**src/rtl/mult_seq_ctrl_8b.sv**
```systemverilog
// Sequential 8x8 unsigned shift-add multiplier around one shared adder_8b.
// Ports: clk, reset (sync, active-high), start, a[7:0], b[7:0] in;
//        busy, done (1-cycle strobe), product[15:0] out.
// Option: define MULT_ZERO_SKIP_EN to finish zero-operand ops without CALC.

module adder_8b (
  input  logic [7:0] i0,
  input  logic [7:0] i1,
  input  logic       cin,
  output logic       cout,
  output logic [7:0] sum
);

  assign {cout, sum} = {1'b0, i0} + {1'b0, i1} + {8'd0, cin};

endmodule

module mult_seq_ctrl_8b (
  input  logic        clk,
  input  logic        reset,
  input  logic        start,
  input  logic [7:0]  a,
  input  logic [7:0]  b,
  output logic        busy,
  output logic        done,
  output logic [15:0] product
);

  typedef enum logic [1:0] {
    IDLE,
    CALC,
    DONE
  } state_t;

  state_t      state_q, state_d;
  logic [7:0]  a_q, a_d;
  logic [15:0] p_q, p_d;
  logic [3:0]  count_q, count_d;
  logic [15:0] product_q, product_d;
  logic        busy_q, busy_d;
  logic        done_q, done_d;

  logic        add_cout;
  logic [7:0]  add_sum;
  logic [15:0] p_shift;

  adder_8b u_adder (
    .i0   (p_q[15:8]),
    .i1   (a_q),
    .cin  (1'b0),
    .cout (add_cout),
    .sum  (add_sum)
  );

  // cout lands in P[15]; the product never exceeds 16 bits.
  always_comb begin
    if (p_q[0]) begin
      p_shift = {add_cout, add_sum, p_q[7:1]};
    end else begin
      p_shift = {1'b0, p_q[15:1]};
    end
  end

  always_ff @(posedge clk) begin
    if (reset) begin
      state_q   <= IDLE;
      a_q       <= 8'd0;
      p_q       <= 16'd0;
      count_q   <= 4'd0;
      product_q <= 16'd0;
      busy_q    <= 1'b0;
      done_q    <= 1'b0;
    end else begin
      state_q   <= state_d;
      a_q       <= a_d;
      p_q       <= p_d;
      count_q   <= count_d;
      product_q <= product_d;
      busy_q    <= busy_d;
      done_q    <= done_d;
    end
  end

  always_comb begin
    state_d   = state_q;
    a_d       = a_q;
    p_d       = p_q;
    count_d   = count_q;
    product_d = product_q;
    busy_d    = busy_q;
    done_d    = 1'b0;
    unique case (state_q)
      IDLE: begin
        busy_d = 1'b0;
        if (start) begin
          a_d     = a;
          p_d     = {8'd0, b};
          count_d = 4'd0;
          busy_d  = 1'b1;
          state_d = CALC;
`ifdef MULT_ZERO_SKIP_EN
          if ((a == 8'd0) || (b == 8'd0)) begin
            product_d = 16'd0;
            done_d    = 1'b1;
            state_d   = DONE;
          end
`endif
        end
      end
      CALC: begin
        busy_d  = 1'b1;
        p_d     = p_shift;
        count_d = count_q + 4'd1;
        if (count_q == 4'd7) begin
          product_d = p_shift;
          done_d    = 1'b1;
          state_d   = DONE;
        end
      end
      DONE: begin
        busy_d  = 1'b0;
        state_d = IDLE;
      end
      default: begin
        busy_d  = 1'b0;
        state_d = IDLE;
      end
    endcase
  end

  assign busy    = busy_q;
  assign done    = done_q;
  assign product = product_q;

endmodule
```
**config.mk**
```make
export PLATFORM = sky130hd
export DESIGN_NAME = mult_seq_ctrl_8b
export DESIGN_NICKNAME = d
export VERILOG_FILES = /design/src/rtl/mult_seq_ctrl_8b.sv
export SDC_FILE = /design/constraint.sdc
export NUM_CORES = 1
export LEC_CHECK = 0
export ABC_AREA = 0
export CAP_MARGIN = 10
export CORE_ASPECT_RATIO = 0.9
export CORE_MARGIN = 2
export CORE_UTILIZATION = 25
export DETAILED_ROUTE_END_ITERATION = 7
export PLACE_DENSITY = 0.5
export SLEW_MARGIN = 5
export SYNTH_ARGS = -nofsm -noshare
export SYNTH_HDL_FRONTEND = slang
export SYNTH_SLANG_ARGS = --single-unit
```
**constraint.sdc**
```tcl
create_clock -name clk -period 1.95 [get_ports clk]
set_input_delay 0.195 -clock clk [delete_from_list [all_inputs] [get_ports clk]]
set_output_delay 0.195 -clock clk [all_outputs]
set_load 0.02 [all_outputs]
```
After elaboration in Yosys (flattened, before gate mapping)
Index checks and enable logic that the tools add are counted.
{"block": "word_totals", "register_bits": 48, "latch_bits": 0, "ramBits": 0, "romBits": 0, "input_bits": 19, "out_inout_bits": 18, "memories": 0}
{"block": "classes", "n_addsub": 2, "mul": 0, "div": 0, "magnitude_cmp": 0, "eq_ne": 4, "shift": 0, "mux": 11, "bitwise_logic": 1, "n_reduce_logical": 7}
{"cell": "16-bit 2-to-1 mux", "n": 2}
{"cell": "16-bit one-hot mux with 2 select lines", "n": 1}
{"cell": "8-bit by 8-bit adder with 9-bit output", "n": 1}
{"cell": "4-bit one-hot mux with 2 select lines", "n": 1}
{"cell": "2-bit AND reduction", "n": 4}
{"cell": "4-bit by 1-bit adder with 4-bit output (second input constant)", "n": 1}
{"cell": "4-bit by 3-bit equality test with 1-bit output (second input constant)", "n": 1}
{"cell": "2-bit 2-to-1 mux", "n": 2}
{"cell": "4-bit 2-to-1 mux", "n": 1}
{"cell": "2-bit != test (second input constant)", "n": 2}
{"cell": "2-bit one-hot mux with 2 select lines", "n": 1}
{"cell": "2-bit by 1-bit equality test with 1-bit output (second input constant)", "n": 1}
{"cell": "2-bit zero test", "n": 1}
{"cell": "1-bit 2-to-1 mux", "n": 2}
{"cell": "1-bit one-hot mux with 2 select lines", "n": 1}
{"cell": "2-bit nonzero test", "n": 1}
{"cell": "2-bit OR reduction", "n": 1}
{"cell": "1-bit NOT", "n": 1}

Depth between registers and ports, before layout
{"block": "logic_depth", "word_depth": 3, "depth_mapped": 8, "ltp_nobuf": 8}

Cells and area by module
A second synthesis with hierarchy kept.
{"block": "hier_totals", "hier_cells": 277, "area_unflattened_um2": 2398.6}
{"mod": "mult_seq_ctrl_8b", "n_inst": 1, "cells_per_inst": 237, "area_per_inst_um2": 2067.0}
{"mod": "adder_8b", "n_inst": 1, "cells_per_inst": 40, "area_per_inst_um2": 331.6}

Worst setup path after synthesis
Ideal clock, no wire load.
{"block": "synth_timing", "path_type": "reg-to-reg", "startpoint": "reg p_q[8]", "endpoint": "reg p_q[11]", "setup_ns": 0.132, "arrival_ns": 1.640, "setup_slack_ns": 0.178, "path_stages_with_launch": 9, "n_path_buf": 0, "path_cell_list": "dfxtp_1 ha_1 inv_1 fa_1 nor2b_1 o21ai_0 and4_1 o31ai_1 a21oi_1"}
{"block": "synth_via", "elab_chain_cells": 3}
{"element": "start: declaration", "line_no": "37", "text": "logic [15:0] p_q, p_d;"}
{"element": "start signal: assignment", "line_no": "76", "text": "p_q <= p_d;"}
{"element": "8-bit by 8-bit adder with 9-bit output", "line_no": "14", "text": "assign {cout, sum} = {1'b0, i0} + {1'b0, i1} + {8'd0, cin};"}
{"element": "16-bit 2-to-1 mux", "line_no": "57", "text": "if (p_q[0]) begin"}
{"element": "16-bit one-hot mux with 2 select lines", "line_no": "92", "text": "unique case (state_q)"}
Every way passes these cells.
A chain may end at the register's enable or synchronous reset.

Final worst setup path
{"block": "layout_timing", "startpoint": "reg a_q[0]", "endpoint": "reg p_q[13]"}
{"block": "layout_via", "elab_chain_cells": 3}
{"element": "start: declaration", "line_no": "36", "text": "logic [7:0] a_q, a_d;"}
{"element": "start signal: assignment", "line_no": "67", "text": "a_q <= 8'd0;"}
{"element": "start signal: assignment", "line_no": "75", "text": "a_q <= a_d;"}
{"element": "8-bit by 8-bit adder with 9-bit output", "line_no": "14"}
{"element": "16-bit 2-to-1 mux", "line_no": "57"}
{"element": "16-bit one-hot mux with 2 select lines", "line_no": "92"}
Every way passes these cells.

==> results.md <==
* Family with the most delay on the worst path: adder cells
* Max-Cap Viols at 0
* Met3 GRT Util at under 10%
* Die area at between 9000 and 10000 um^2
* Pwr Total at 1.99 mW
* Syn_nets at 300
* Initial antenna violation count at 0
* Internal power at 1.50 mW
* Area Growth Syn to Fin at 26.4%
* Peak fanout along the critical path at 3
* Buf/Inv on CP at 1
* Outcome: finished, final reports clean
* Final period util at between 90% and 100%
* Top_reg_cell synth: dfxtp_1
* H-tree Lvls at 2
* CTS Buf Count at 5
* Sequential share of power at 52.3%
* GRT Total Usage at 12.4%
* ANT cells at 0
* Max-slew violation count at 0
* VDD IR-drop max at ~0.29 mV
* Highest clock rate at around 550 MHz
* Critical path, cell by cell: ha_4 > inv_1 > fa_2 > nor2b_2 > o31a_1 > mux2i_1 > o21ai_1 > a21oi_1
* First-pass DRT Iterations at 4
* Grt met1 use at between 10% and 20%
* Clock Skew at 7.02 ps
* P_sw at around 490 uW
* DRC viols at 0
* Finished Layout Cells at roughly 430
* Met2 Use GR at roughly a fifth
* Comb power frac at between 10% and 20%
* Clock Sinks at 48
* EDFF count, synth at 0
* Worst-path clk slew at ~90 ps
* Die width at between 100 and 150 um
* First-pass GRT wire length at about 9700 um
* Final number of setup-violating endpoints at 0
* Gate Count Post-Synth at 271
* Fin nets at 335
* Routed wire length at between 5000 and 6000 um
* Leak at roughly 1.1 nW
* CP arrival at around 2100 ps
* ANT nets after route at 0
* Global route overflow at 0
* Min Tclk post-route at 1820 ps
* Setup TNS at 0 ps
* Io pins at 37
* Count of cell types in the netlist at 50
* Startpoint class of the critical path: register
* Via count at 1969
* Post-DR vias/cell at 4.62
* Syn avg cell area at 8.38 um^2
* PortBufs at 36
* Cell Count Post-Placement at approximately 420
* Routed WL per cell at ~14 um
* RSZ-0062 raised after global routing: false
* Worst Path Required at between 2000 and 2500 ps
* Hold Path Class: in -> reg
* Async SR Flop Fraction at 0%
* Max Buffers Root-to-Sink at 2
* Routability congestion estimate at between 0.7 and 0.8
* Rows at 32
* Pwr dens at slightly below 700 nW/um^2
* Initial drt markers at 69
* Final Util at between 30% and 40%
* CTS tree: built
* Worst stage delay on the critical path at between 300 and 400 ps
* Worst-Skew Late Latency at approximately 300 ps
* Least-Margin Pin Slew at 477 ps
* Yosys warns at 0
* Final Hold Violating Endpoints at 0
* Clock root cell: clkbuf_8
* Dpl hpwl at 3890 um
* GR peak layer: met2
* Clock power share at 36.3%
* Initial Util at 26.1%
* Critical Path Sink Type: register
* Seq/Total Area, Yosys at 42.3%
* Mapped Area at around 2300 um^2
* CP Class: reg -> reg
* Cell at the slowest stage of the critical path: dfxtp_2
* Fraction of layout cells with a size suffix above 1 at around a tenth
* Core area at just under 9000 um^2
* Switch share at roughly 25%
* Die height at roughly 94 um
* Flop and latch count out of synthesis at 48
* Largest net degree at the start of global routing at 44
* Vias in the first global route at about 2000
* Slew margin rel. at between 60 and 70%
## routing by layer
| layer | routed length (um) | vias to the layer above |
|---|---|---|
| met5 | 0 | - |
| met4 | 44 | 0 |
| met3 | 223 | 4 |
| met2 | 2580 | 32 |
| met1 | 2950 | 919 |
| li1 | - | 1014 |
## layout make-up
type	count	area, um^2
tap	119	149
fill	958	5820
sequential	48	963
timing repair buffer	46	435
multi-input combinational	199	1190
clock inverter	2	35.0
clock buffer	6	72.6
inverter	6	22.5
## kinds of logic (layout without fill, tap and decap cells)
family	count (synthesis)	after routing	synth area share (%)
buffers and inverters	24	60	6.17
AO/OA/AOI/OAI	73	73	21.7
flip-flops	48	48	42.3
adder cells (fa/ha/maj)	10	10	5.84
XOR/XNOR	3	3	1.16
AND/OR/NAND/NOR	109	109	21.0
multiplexers	4	4	1.76
## path summary, 6_finish.rpt
path | from | slack, ps | cells after the start | end
setup reg to reg | a_q[0] | 130 | 8 | p_q[13]
hold / removal | a[3] | 440 | 3 | a_q[3]
hold reg to reg | product[15] | 460 | 2 | product[15]
setup / recovery | a_q[0] | 130 | 8 | p_q[13]
## cell usage in the layout (no fill, tap or decap), types with 2 or more instances in the layout
cell             count
nor2b_1              2
mux2i_1              4
nor3_1               2
a21o_1               3
clkdlybuf4s50_1     36
nand3_1              9
a21oi_1             30
xnor2_1              2
inv_1                6
nand2b_1             4
o21a_1               2
clkbuf_8             5
a311oi_1             9
a211oi_1             4
dfxtp_2              2
a41o_1               2
nand2_1             56
o21ai_0              6
nor2b_2              2
a31oi_1              2
buf_4               10
dfxtp_1             46
nor2_1              25
ha_1                 8
## cells in the mapped netlist, types with 2 or more instances
master,instances,area share [%]
a311oi_1,9,3.5
buf_4,3,0.99
o31ai_1,2,0.66
inv_1,6,0.99
a31oi_1,2,0.55
o21a_1,2,0.66
ha_1,9,5.0
nand2b_1,4,1.1
nand2_1,56,9.3
dfxtp_1,48,42
xnor2_1,2,0.77
nor2_1,25,4.1
a21oi_1,30,6.6
clkbuf_1,6,0.99
nor2b_1,3,0.83
a21o_1,3,0.99
nor3_1,2,0.44
a41o_1,2,0.88
o21ai_0,6,1.3
buf_2,5,1.1
a211oi_1,4,1.3
mux2i_1,4,1.8
nand3_1,9,2.0
buf_6,3,1.5
## power by group through the flow
stage,Combinational [mW],Sequential (mW),Clock (mW)
finish,0.227,1.04,0.723
global route,0.258,1.05,0.787
CTS,0.229,1.04,0.748
detailed placement,0.227,1.06,0
global placement,0.226,1.06,0
floorplan,0.150,1.05,0
## timing repair
action / CTS / global route
gates resized for setup: 3 / 4
hold endpoints to repair: 0 / 0
setup endpoints to repair: 1 / 3
setup buffers: 0 / 0
pin swaps: 0 / 2
hold buffers: 0 / 0
## state kept, by name, summed over array words and instances, names as in the netlist
| signal | count |
|---|---|
| busy | 1 |
| product | 16 |
| a_q | 8 |
| state_q | 2 |
| p_q | 16 |
| done | 1 |
| count_q | 4 |
## worst min-delay path, delay by kind of cell
family | cells | cell delay [ps]
AO/OA/AOI/OAI | 1 | 50
AND/OR/NAND/NOR | 1 | 60
buffers and inverters | 1 | 400
## metrics by stage
| step | hold slack, ps | worst slack, ps | cell area [um^2] |
|---|---|---|---|
| floorplan | 331 | 178 | 2270 |
| global placement | 441 | 77.4 | 2740 |
| detailed placement | 446 | 21.5 | 2740 |
| CTS | 440 | 59.6 | 2850 |
| global route | 452 | 5.10 | 2870 |
| finish | 440 | 126 | 2870 |
(Power assumes the default switching activity.)
